<file path="config.mk">
export PLATFORM = sky130hd
export DESIGN_NAME = alu_pwr_seq_ctrl
export DESIGN_NICKNAME = d
export VERILOG_FILES = /design/src/rtl/alu_pwr_pkg.sv /design/src/rtl/alu_pwr_timer.sv /design/src/rtl/alu_pwr_seq_ctrl.sv
export SDC_FILE = /design/constraint.sdc
export NUM_CORES = 1
export LEC_CHECK = 0
export ABC_AREA = 1
export CAP_MARGIN = 40
export CORE_MARGIN = 10
export CORE_UTILIZATION = 30
export DETAILED_ROUTE_END_ITERATION = 16
export PLACE_DENSITY = 0.56
export SYNTH_ARGS = -nofsm -noshare
export SYNTH_HDL_FRONTEND = slang
export SYNTH_HIERARCHICAL = 1
export SYNTH_SLANG_ARGS = --single-unit
</file>
<file path="constraint.sdc">
create_clock -name clk -period 3.4 [get_ports clk]
set_input_delay 0.85 -clock clk [delete_from_list [all_inputs] [get_ports clk]]
set_output_delay 0.85 -clock clk [all_outputs]
set_load 0.01 [all_outputs]
</file>
<file path="src/rtl/alu_pwr_pkg.sv">
// Shared types and default timing constants for the ALU power-domain sequencer.
package alu_pwr_pkg;

  typedef enum logic [1:0] {
    OFF     = 2'd0,
    PWR_UP  = 2'd1,
    ON      = 2'd2,
    ISO_SET = 2'd3
  } pwr_state_t;

  localparam int DEF_PWRUP_CYC = 4;
  localparam int DEF_ISO_CYC   = 2;
  localparam int DEF_IDLE_CYC  = 16;
  // Wide enough for the largest idle timeout (65535).
  localparam int DEF_CNT_W     = 16;

endpackage

</file>
<file path="src/rtl/alu_pwr_timer.sv">
// Loadable down-counter shared by the power-up, idle and isolation phases.
// done flags the last cycle of a loaded interval (count == 1).
module alu_pwr_timer #(
  parameter int CNT_W = 16
) (
  input  logic             clk,
  input  logic             rst,
  input  logic             load,
  input  logic [CNT_W-1:0] value,
  output logic             done
);

  logic [CNT_W-1:0] cnt_reg;

  always_ff @(posedge clk) begin
    if (rst) begin
      cnt_reg <= '0;
    end else if (load) begin
      cnt_reg <= value;
    end else if (cnt_reg != '0) begin
      cnt_reg <= cnt_reg - CNT_W'(1);
    end
  end

  assign done = (cnt_reg == CNT_W'(1));

endmodule

</file>
<file path="src/rtl/alu_pwr_seq_ctrl.sv">
// Power-gating sequencer for the ALU domain: orders power/isolation, wakes on
// request, issues start pulses while ON and powers down on idle or sleep.
module alu_pwr_seq_ctrl
  import alu_pwr_pkg::*;
#(
  parameter int PWRUP_CYC = DEF_PWRUP_CYC,
  parameter int ISO_CYC   = DEF_ISO_CYC,
  parameter int IDLE_CYC  = DEF_IDLE_CYC,
  parameter int CNT_W     = DEF_CNT_W
) (
  input  logic       clk,
  input  logic       rst,
  input  logic       req_valid,
  output logic       req_ready,
  input  logic       sleep_req,
  input  logic       alu_busy,
  output logic       alu_start,
  output logic       alu_pwr_en,
  output logic       iso_en,
  output logic [1:0] pwr_state,
  output logic       pwr_ack
);

  pwr_state_t       state_reg, state_next;
  logic             req_ready_reg, alu_start_reg, start_guard_reg;
  logic             alu_pwr_en_reg, iso_en_reg, pwr_ack_reg;
  logic             hs, guard_now;
  logic             timer_load, timer_done;
  logic [CNT_W-1:0] timer_val;

  assign hs        = req_valid && req_ready_reg;
  // The start cycle and the cycle after it hide the ALU's busy latency.
  assign guard_now = alu_start_reg || start_guard_reg;

  alu_pwr_timer #(.CNT_W(CNT_W)) u_timer (
    .clk   (clk),
    .rst   (rst),
    .load  (timer_load),
    .value (timer_val),
    .done  (timer_done)
  );

  always_comb begin
    state_next = state_reg;
    timer_load = 1'b0;
    timer_val  = '0;
    case (state_reg)
      OFF: begin
        if (req_valid && !sleep_req) begin
          state_next = PWR_UP;
          timer_load = 1'b1;
          timer_val  = CNT_W'(PWRUP_CYC);
        end
      end
      PWR_UP: begin
        if (timer_done) begin
          state_next = ON;
          timer_load = 1'b1;
          timer_val  = CNT_W'(IDLE_CYC);
        end
      end
      ON: begin
        // A handshake or an in-flight operation always keeps the domain up.
        if (hs || alu_busy || guard_now) begin
          timer_load = 1'b1;
          timer_val  = CNT_W'(IDLE_CYC);
        end else if (sleep_req || timer_done) begin
          state_next = ISO_SET;
          timer_load = 1'b1;
          timer_val  = CNT_W'(ISO_CYC);
        end
      end
      ISO_SET: begin
        if (timer_done) begin
          state_next = OFF;
        end
      end
      default: state_next = OFF;
    endcase
  end

  // Outputs are decoded from the next state so they move with the state.
  always_ff @(posedge clk) begin
    if (rst) begin
      state_reg       <= OFF;
      alu_pwr_en_reg  <= 1'b0;
      iso_en_reg      <= 1'b1;
      req_ready_reg   <= 1'b0;
      alu_start_reg   <= 1'b0;
      start_guard_reg <= 1'b0;
      pwr_ack_reg     <= 1'b0;
    end else begin
      state_reg       <= state_next;
      alu_pwr_en_reg  <= (state_next != OFF);
      iso_en_reg      <= (state_next != ON);
      pwr_ack_reg     <= (state_next == ON);
      alu_start_reg   <= hs;
      start_guard_reg <= alu_start_reg;
      req_ready_reg   <= (state_next == ON) && !alu_busy && !sleep_req &&
                         !hs && !guard_now;
    end
  end

  assign req_ready  = req_ready_reg;
  assign alu_start  = alu_start_reg;
  assign alu_pwr_en = alu_pwr_en_reg;
  assign iso_en     = iso_en_reg;
  assign pwr_ack    = pwr_ack_reg;
  assign pwr_state  = state_reg;

endmodule

</file>
[Word level (Yosys, flattened, before mapping)]
Index checks and enable logic that the tools add are counted.
Widths: inputs -> output; s select.
Storage, ports and cells
  bits in read-only memories: 0
  memory bits (writable): 0
  bits in latches: 0
  memories: 0
  output and inout port bits: 7
  register bits: 24
Cells by class
  mux-type cells: 18
  equality and inequality tests: 6
  reduce and logical (&&, ||, !) cells: 18
  $add $sub $neg: 1
  bitwise operators: 0
  divide/modulo/power cells: 0
  shift operators: 0
  $mul: 0
  magnitude comparators: 0
Operators with widths (count)
  $mux 16: 2
  $eq 16x1->1 const B: 1
  $reduce_bool 16->1: 1
  $sub 16x1->16 const B: 1
  $pmux 5 s3: 1
  $mux 2: 6
  $mux 5: 2
  $pmux 2 s4: 1
  $eq 2x2->1 const B: 3
  $logic_and 1x1->1: 6
  $logic_not 1->1: 4
  $logic_or 1x1->1: 4
  $mux 1: 4
  $reduce_bool 2->1: 2
  $mux 3: 1
  $pmux 1 s3: 1
  $eq 2x1->1 const B: 1
  $logic_not 2->1: 1
  $ne 2x2->1 const B: 1

[Logic depth before layout (Yosys ltp)]
Gate-level depths: netlist (run 1).
  depth in word-level cells: 10
  mapped depth: 15

[Hierarchy]
Netlist (run 1), hierarchy kept.
Modules (own cells, without submodules)
  alu_pwr_timer: area each 1142.3 sq um, instances 1, cells an instance 179
  alu_pwr_seq_ctrl: area each 361.6 sq um, instances 1, cells an instance 52

[Worst setup path after synthesis (run 1)]
OpenSTA, ideal clock, no wires.
  kind: reg2reg
  from: register u_timer.cnt_reg[13]
  to: register u_timer.cnt_reg[11]
  setup time: 128 ps
  buffers on the path: 0
  arrival: 1990 ps
  required time: 3272 ps
  clock period less this slack: 2117 ps
  setup slack: 1283 ps
  cell stages (with the launch flop): 16
  cell sequence: dfxtp_1 -> nor2_2 -> nand2_1 -> inv_1 -> nand3_1 -> nor3_1 -> nor2_1 -> nor2_1 -> inv_1 -> nand4_1 -> inv_1 -> or2_2 -> nand2_1 -> inv_1 -> nand2_1 -> nor2_1
On the way
  word-level cells in the longest chain between the ends: 6
  elaborated cells on any way between the ends: 9
  those cells by class: eq/ne (1); mux (5); reduce/logical (3)
Ends and longest elaborated chain
  start: declaration: line alu_pwr_timer.sv:13  | logic [CNT_W-1:0] cnt_reg;
  start signal: assignment: line alu_pwr_timer.sv:19  | cnt_reg <= value;
  start signal: assignment: line alu_pwr_timer.sv:21  | cnt_reg <= cnt_reg - CNT_W'(1);
  $eq 16x1->1 *: line alu_pwr_timer.sv:25  | assign done = (cnt_reg == CNT_W'(1));
  net timer_done: line alu_pwr_seq_ctrl.sv:28  | logic timer_load, timer_done;
  $logic_or 1x1->1: line alu_pwr_seq_ctrl.sv:67  | end else if (sleep_req || timer_done) begin
  $mux 1: line alu_pwr_seq_ctrl.sv:67
  $mux 1: line alu_pwr_seq_ctrl.sv:64  | if (hs || alu_busy || guard_now) begin
  $pmux 1 s3 *: line alu_pwr_seq_ctrl.sv:47  | case (state_reg)
  net timer_load: line alu_pwr_seq_ctrl.sv:28
  $mux 16 or $reduce_bool 2->1 (tied branches)
The timed path passes the listed nets; every way through them passes the cells marked *.
A chain may end at the register's enable or synchronous reset.

[Worst setup path after layout (run 1)]
  from: register u_timer.cnt_reg[13]
  to: register u_timer.cnt_reg[14]
The elaborated chain is that of the path after synthesis.

==> summary.md, run 1 <==
| Metric | Value |
|---|---|
| Status | `finished, final reports clean` |
| Slew Limit Fails | `0` |
| Period utilisation layout | `around 77%` |
| Starting Density | `31.42%` |
| Width of the die | `90.81 µm` |
| Lkg Pwr | `roughly 0.9 nW` |
| Slew HR | `56.33%` |
| Antenna Cells | `0` |
| Compound-gate portion of the synthesized area | `roughly 7.4%` |
| Critical Path End | `u_timer/cnt_reg[14]$_SDFFE_PP0P_` |
| Clock transition at path regs | `approximately 0.090 ns` |
| CP Launch Type | `register` |
| Die Span Y | `between 90 and 100 µm` |
| # hold bufs at CTS | `0` |
| Fraction of layout cells with a size suffix above 1 | `between 10% and 20%` |
| Core area | `about 0.0048 mm²` |
| Vias after detailed routing | `1321` |
| CTS resizes | `0` |
| Crit path time final | `~2.6 ns` |
| Antenna Nets Post-Route | `0` |
| # IOs | `12` |
| Synth top cells by count | `67 x nand2_1, 35 x inv_1, 33 x nor2_1` |
| Min-Delay Path Class | `register to register` |
| Sequential cell area | `between 400 and 500 µm²` |
| Highest Clock Rate | `roughly 380 MHz` |
| Floorplan row count | `25` |
| Max cap viols | `0` |
| Synthesis Warnings | `6` |
| Reg2Reg Depth | `15` |
| Cell Pwr Density | `just over 800 mW/mm²` |
| WHS | `0.4519 ns` |
| Largest register FFs | `16` |
| GRT overflow | `0` |
| Post-synthesis register bit count | `24` |
| Crit Path Max Fanout | `14` |
| Crit path capture type | `register` |
| CP Class | `register to register` |
| Clock sinks | `24` |
| Critical Path RT | `between 3 and 4 ns` |
| Multi-input combinational cell area | `920.9 µm²` |
| Number of global-route vias before repair | `approximately 1300` |
| DR pass1 iterations | `4` |
| Post-synthesis async set-or-reset flop share | `0%` |
| Clock Tree Root | `clkbuf_8` |
| Sequential share of the synthesized area | `between 30% and 40%` |
| Fillcell total | `between 500 and 600` |
| Post-DP Area | `approximately 0.0017 mm²` |
| Post-synth cell types | `30` |
| Final Power | `roughly 1.5 mW` |
| Clk buf depth | `2` |
| Wirelength per Cell | `roughly 10 µm` |
| Largest net degree at the start of global routing | `16` |
| XOR/XNOR Fraction of Synth Area | `approximately 2.9%` |
| # DRC | `0` |
| Initial DRC Count | `57` |
| CP startpoint | `u_timer/cnt_reg[13]$_SDFFE_PP0P_` |
| CTS tree | `done` |
| CTS buffer count | `3` |
| Fin. Hold Viols | `0` |
| Final #Nets | `between 200 and 300` |
| Clk Latency, worst-skew pair | `between 0.2 and 0.3 ns` |
| Setup Skew | `between 0.003 and 0.004 ns` |
| Via/cell ratio | `approximately 4` |
| GRT Total Usage | `approximately 8.5%` |
| Mux share of post-synthesis cell area | `0%` |
| Setup tns final | `0 ns` |
| Non-Filler Instances | `~320` |
| Worst Tran Pin Value | `about 0.65 ns` |
| Synth Area in Adders | `roughly 1.7%` |
| Design Area, Final | `0.001817 mm²` |
| Largest family of logic cells by synthesized area | `simple AND/OR/NAND/NOR gates` |
| Simple-gate area share of the yosys netlist | `46.01%` |
| Post-synth top area share | `31.95%` |
| Synth-to-Final Area Change | `20.80%` |
| Number of flops mapped to enable cells by yosys | `0` |
| Commonest register cell after synthesis | `dfxtp_1` |
| H-Tree Depth | `1` |
| RSZ-0062 raised after global routing | `false` |
| Peak supply drop | `0.0003269 V` |
| Placer Congestion | `between 0.8 and 0.9` |
| Post-CTS Setup Bufs | `0` |
| CP arrival | `between 2 and 3 ns` |
| Leading post-synthesis cells by cell area | `dfxtp_1 32%, nand2_1 17%, inv_1 8.7%` |
| Buffers on Ports | `11` |
| Mapped Cells | `231` |
| Antenna violations before repair | `0` |
| Synth Area per Inst | `approximately 6.5 µm²` |
| R2R Setup Slk | `about 0.8 ns` |
| Most used standard cell by instance count after synthesis | `nand2_1` |
| First-pass GRT wire length | `5913 µm` |
| HPWL Detailed | `2604 µm` |
| Dpl cells | `320` |
| Mapped cell area | `roughly 0.0015 mm²` |
| R2R Path Start | `u_timer/cnt_reg[13]$_SDFFE_PP0P_` |
| Reg2reg end | `u_timer/cnt_reg[14]$_SDFFE_PP0P_` |
| Die ar. | `0.008246 mm²` |
| # setup viols final | `0` |
| Yosys top cell by area | `dfxtp_1` |
| Wirelength, routed | `about 3400 µm` |
[layout by cell type (no fill, tap or decap), types with 5 or more instances in the layout]
cell type / count
nor2_1: 33
inv_1: 35
a21oi_1: 11
clkdlybuf4s50_1: 11
conb_1: 13
nand3_1: 11
nor2_2: 5
dfxtp_1: 24
xor2_1: 5
nand2_1: 67
[layout make-up]
type                            count  share of cell area (%)
Multi-Input combinational cell    180                   50.69
Sequential cell                    24                   26.45
Inverter                           36                   7.438
Timing Repair Buffer               13                   6.887
Tap cell                           67                   4.614
Clock buffer                        3                   2.273
Clock inverter                      1                   1.653
[kinds of logic after synthesis]
family                     after synthesis
DFF                                     24
buffers and inverters                   39
adders and majority gates                2
and+or+nand+nor                        141
other                                    1
AOI/OAI and AO/OA                       19
xor gates and xnor gates                 5
[power by group]
part	internal, mW	switching [mW]	total, mW
Combinational	0.283	0.498	0.780
Clock	0.158	0.0980	0.256
Sequential	0.357	0.0893	0.446
[worst min path at each step]
stage,from,to,cells past startpoint
global placement,alu_start$_SDFF_PP0_,start_guard_reg$_SDFF_PP0_,2
global route,alu_start$_SDFF_PP0_,start_guard_reg$_SDFF_PP0_,2
CTS,alu_start$_SDFF_PP0_,start_guard_reg$_SDFF_PP0_,2
finish,alu_start$_SDFF_PP0_,start_guard_reg$_SDFF_PP0_,2
floorplan,alu_start$_SDFF_PP0_,start_guard_reg$_SDFF_PP0_,2
detailed placement,alu_start$_SDFF_PP0_,start_guard_reg$_SDFF_PP0_,2
[routing by layer]
metal  vias to the layer above  part of all wire (%)  global-route usage (%)  routed length [µm]
met5                         -                     0                       0                   0
met4                         0                  0.57                   1.567                  19
met3                         2                   6.4                   3.076                 213
met2                        22                    42                   13.10                1420
met1                       553                    51                   11.09                1696
li1                        744                     -                       -                   -
[critical path, stage by stage, from the launching register on]
cell and delay (ns):
dfxtp_1 0.36, nor2_2 0.15, nand2_1 0.12, inv_1 0.12, nand3_1 0.08, nor3_1 0.47, nor2_1 0.10, nor2_1 0.15
inv_1 0.05, nand4_1 0.11, inv_1 0.23, or2_2 0.34, nand2_1 0.06, inv_1 0.04, nand2_1 0.05, nor2_1 0.04
[stage by stage]
step                utilization (%)  setup slack [ns]
floorplan                         -             1.283
global placement              36.47            0.7546
detailed placement            36.47            0.7014
CTS                           37.96            0.7626
global route                  37.96            0.3952
finish                        37.96            0.7865
No activity file was read; power rests on OpenSTA's default activity.
==> inputs of run 2 (changes only) <==
clock period = 2.5 ns   (was 3.4 ns; I/O delays follow)
==> run 2 against run 1 <==
Core utilization rose by 0.42 points. Sequential cell count did not move. Clock power rose by 37%. Wire length fell by 3.4%. Fmax rose by 23%. Critical endpoint is now u_timer/cnt_reg[15]$_SDFFE_PP0P_.
==> summary.md, run 2 (same netlist as run 1, synthesis figures left out) <==
| Metric | Value |
|---|---|
| Core area | `0.004786 mm² (unchanged)` |
| Final #Nets | `267 (was 265)` |
| Die Span Y | `90.81 µm (unchanged)` |
| Buffers on Ports | `11 (unchanged)` |
| Slew Limit Fails | `0 (unchanged)` |
| RSZ-0062 raised after global routing | `false (unchanged)` |
| GRT met3 Usage | `3.574% (was 3.076%)` |
| Fin. Hold Viols | `0 (unchanged)` |
| Post-DP Area | `0.001760 mm² (was 0.001745 mm²)` |
| Met2 Use GR | `14.54% (was 13.10%)` |
| Critical-path cell list | `nor2_2 > nand2_1 > inv_1 > nand3_1 > nor3_2 > buf_4 > nand3_2 > nand4_1 > inv_2 > or2_2 > nand2_1 > inv_1 > nand2_1 > nor2_1 (was nor2_2 > nand2_1 > inv_1 > nand3_1 > nor3_1 > nor2_1 > nor2_1 > inv_1 > nand4_1 > inv_1 > or2_2 > nand2_1 > inv_1 > nand2_1 > nor2_1)` |
| Status | `finished, final reports clean (unchanged)` |
| Antenna violations before repair | `0 (unchanged)` |
| Synth-to-Final Area Change | `22.13% (was 20.80%)` |
| Antenna Cells | `0 (unchanged)` |
| CP Launch Type | `register (unchanged)` |
| Min-Delay Path Class | `register to register (unchanged)` |
| Wirelength, routed | `3235 µm (was 3350 µm)` |
| CP startpoint | `u_timer/cnt_reg[13]$_SDFFE_PP0P_ (unchanged)` |
| Most frequent cells in the layout | `67 x nand2_1, 34 x inv_1, 33 x nor2_1 (was 67 x nand2_1, 35 x inv_1, 33 x nor2_1)` |
| DR pass1 iterations | `4 (unchanged)` |
| Lkg Pwr | `0.8990 nW (was 0.8878 nW)` |
| Highest Clock Rate | `469.0 MHz (was 382.6 MHz)` |
| Initial DRC Count | `56 (was 57)` |
| GRT Total Usage | `8.431% (was 8.493%)` |
| Crit path capture type | `register (unchanged)` |
| Via/cell ratio | `4.206 (was 4.077)` |
| Placer Congestion | `0.7654 (was 0.8199)` |
| Design Area, Final | `0.001837 mm² (was 0.001817 mm²)` |
| Largest register FFs | `16 (unchanged)` |
| Clk Latency, worst-skew pair | `0.27 ns (about the same)` |
| Busiest grt layer | `met2 (unchanged)` |
| Largest net degree at the start of global routing | `15 (was 16)` |
| HPWL Detailed | `2604 µm (about the same)` |
| Floorplan row count | `25 (unchanged)` |
| Period utilisation layout | `85.29% (was 76.87%)` |
| CTS tree | `done (unchanged)` |
| Width of the die | `90.81 µm (unchanged)` |
| Worst path max stage delay | `0.35 ns (was 0.47 ns)` |
| Hold_sp | `alu_start$_SDFF_PP0_ (unchanged)` |
| Clock transition at path regs | `0.09 ns (about the same)` |
| # IOs | `12 (unchanged)` |
| Die ar. | `0.008246 mm² (unchanged)` |
| Antenna Nets Post-Route | `0 (unchanged)` |
| Clk buf depth | `2 (unchanged)` |
| Slowest stage cell, crit path | `dfxtp_1 (was nor3_1)` |
| CTS resizes | `0 (unchanged)` |
| Crit path time final | `2.132 ns (was 2.614 ns)` |
| Setup Skew | `0.002159 ns (was 0.003230 ns)` |
| Setup tns final | `0 ns (unchanged)` |
| CTS buffer count | `3 (unchanged)` |
| GRT overflow | `0 (unchanged)` |
| CP Class | `register to register (unchanged)` |
| Max cap viols | `0 (unchanged)` |
| CP arrival | `2.31 ns (was 2.76 ns)` |
| Most common cell on crit path | `nand2_1 (was inv_1)` |
| Peak supply drop | `0.0003995 V (was 0.0003269 V)` |
| Fraction of layout cells with a size suffix above 1 | `13.13% (was 11.67%)` |
| Number of global-route vias before repair | `1335 (was 1343)` |
| Fin util | `38.38% (was 37.96%)` |
| GR Layer Usage met1 | `9.069% (was 11.09%)` |
| # DRC | `0 (unchanged)` |
| Starting Density | `31.42% (unchanged)` |
| Post-CTS Setup Bufs | `0 (unchanged)` |
| Most common cell after layout, fill and taps aside | `nand2_1 (unchanged)` |
| Critical Path RT | `2.68 ns (was 3.54 ns)` |
| R2R Path Start | `u_timer/cnt_reg[13]$_SDFFE_PP0P_ (unchanged)` |
| # hold bufs at CTS | `0 (unchanged)` |
| Vias after detailed routing | `1371 (was 1321)` |
| Clock Tree Root | `clkbuf_8 (unchanged)` |
| Cell Pwr Density | `1099 mW/mm² (was 815.7 mW/mm²)` |
| Clock sinks | `24 (unchanged)` |
| Crit Path Max Fanout | `10 (was 14)` |
| First-pass GRT wire length | `5844 µm (was 5913 µm)` |
| H-Tree Depth | `1 (unchanged)` |
| Wirelength per Cell | `9.923 µm (was 10.34 µm)` |
| # setup viols final | `0 (unchanged)` |
run 2: cell count changes in the layout (fill, tap and decap cells not counted):
cell / before / now
nor3_2: 1 / 2
inv_2: 1 / 2
inv_1: 35 / 34
nor3_1: 1 / 0
buf_4: 2 / 4
run 2: final cells by class:
cell class,count,area (µm²)
clock buffers,3,41.29
well taps,67,83.83
fillers,515,2949
clock inverters,1,30.03
multi-input cells,180,925.9
repair buffers,15,140.1
inverters,36,135.1
flip-flops and latches,24,480.5
run 2: worst max-delay path: cells and delay by family, from the launching register on:
family | cells | cell delay [ns]
buffers and inverters | 4 | 0.44
DFF | 1 | 0.35
and+or+nand+nor | 10 | 1.22
run 2: report_power, final:
part	internal, mW	switching [mW]
sequential	0.485	0.114
combinational	0.390	0.678
clock	0.214	0.137
run 2: metal layers:
layer | part of all wire (%) | up-vias
li1 | - | 752
met2 | 46 | 19
met3 | 6.1 | 5
met1 | 47 | 595
met5 | 0 | -
met4 | 1.3 | 0
run 2: per-stage QoR:
stage	total power, mW	setup slack, ns	std cells	hold WS [ns]
floorplan	1.462	0.3826	243	0.4678
global placement	1.680	0.1550	322	0.4389
detailed placement	1.675	0.09081	322	0.4406
CTS	2.037	0.1387	326	0.4553
global route	2.244	0.06383	326	0.4790
finish	2.018	0.3678	326	0.4514
run 2: final timing paths:
| kind | endpoint | slack (ns) | depth (start not counted) |
|---|---|---|---|
| max | u_timer/cnt_reg[15]$_SDFFE_PP0P_ | 0.37 | 14 |
| min reg2reg | start_guard_reg$_SDFF_PP0_ | 0.45 | 2 |
| min | start_guard_reg$_SDFF_PP0_ | 0.45 | 2 |
| max reg2reg | u_timer/cnt_reg[15]$_SDFFE_PP0P_ | 0.37 | 14 |
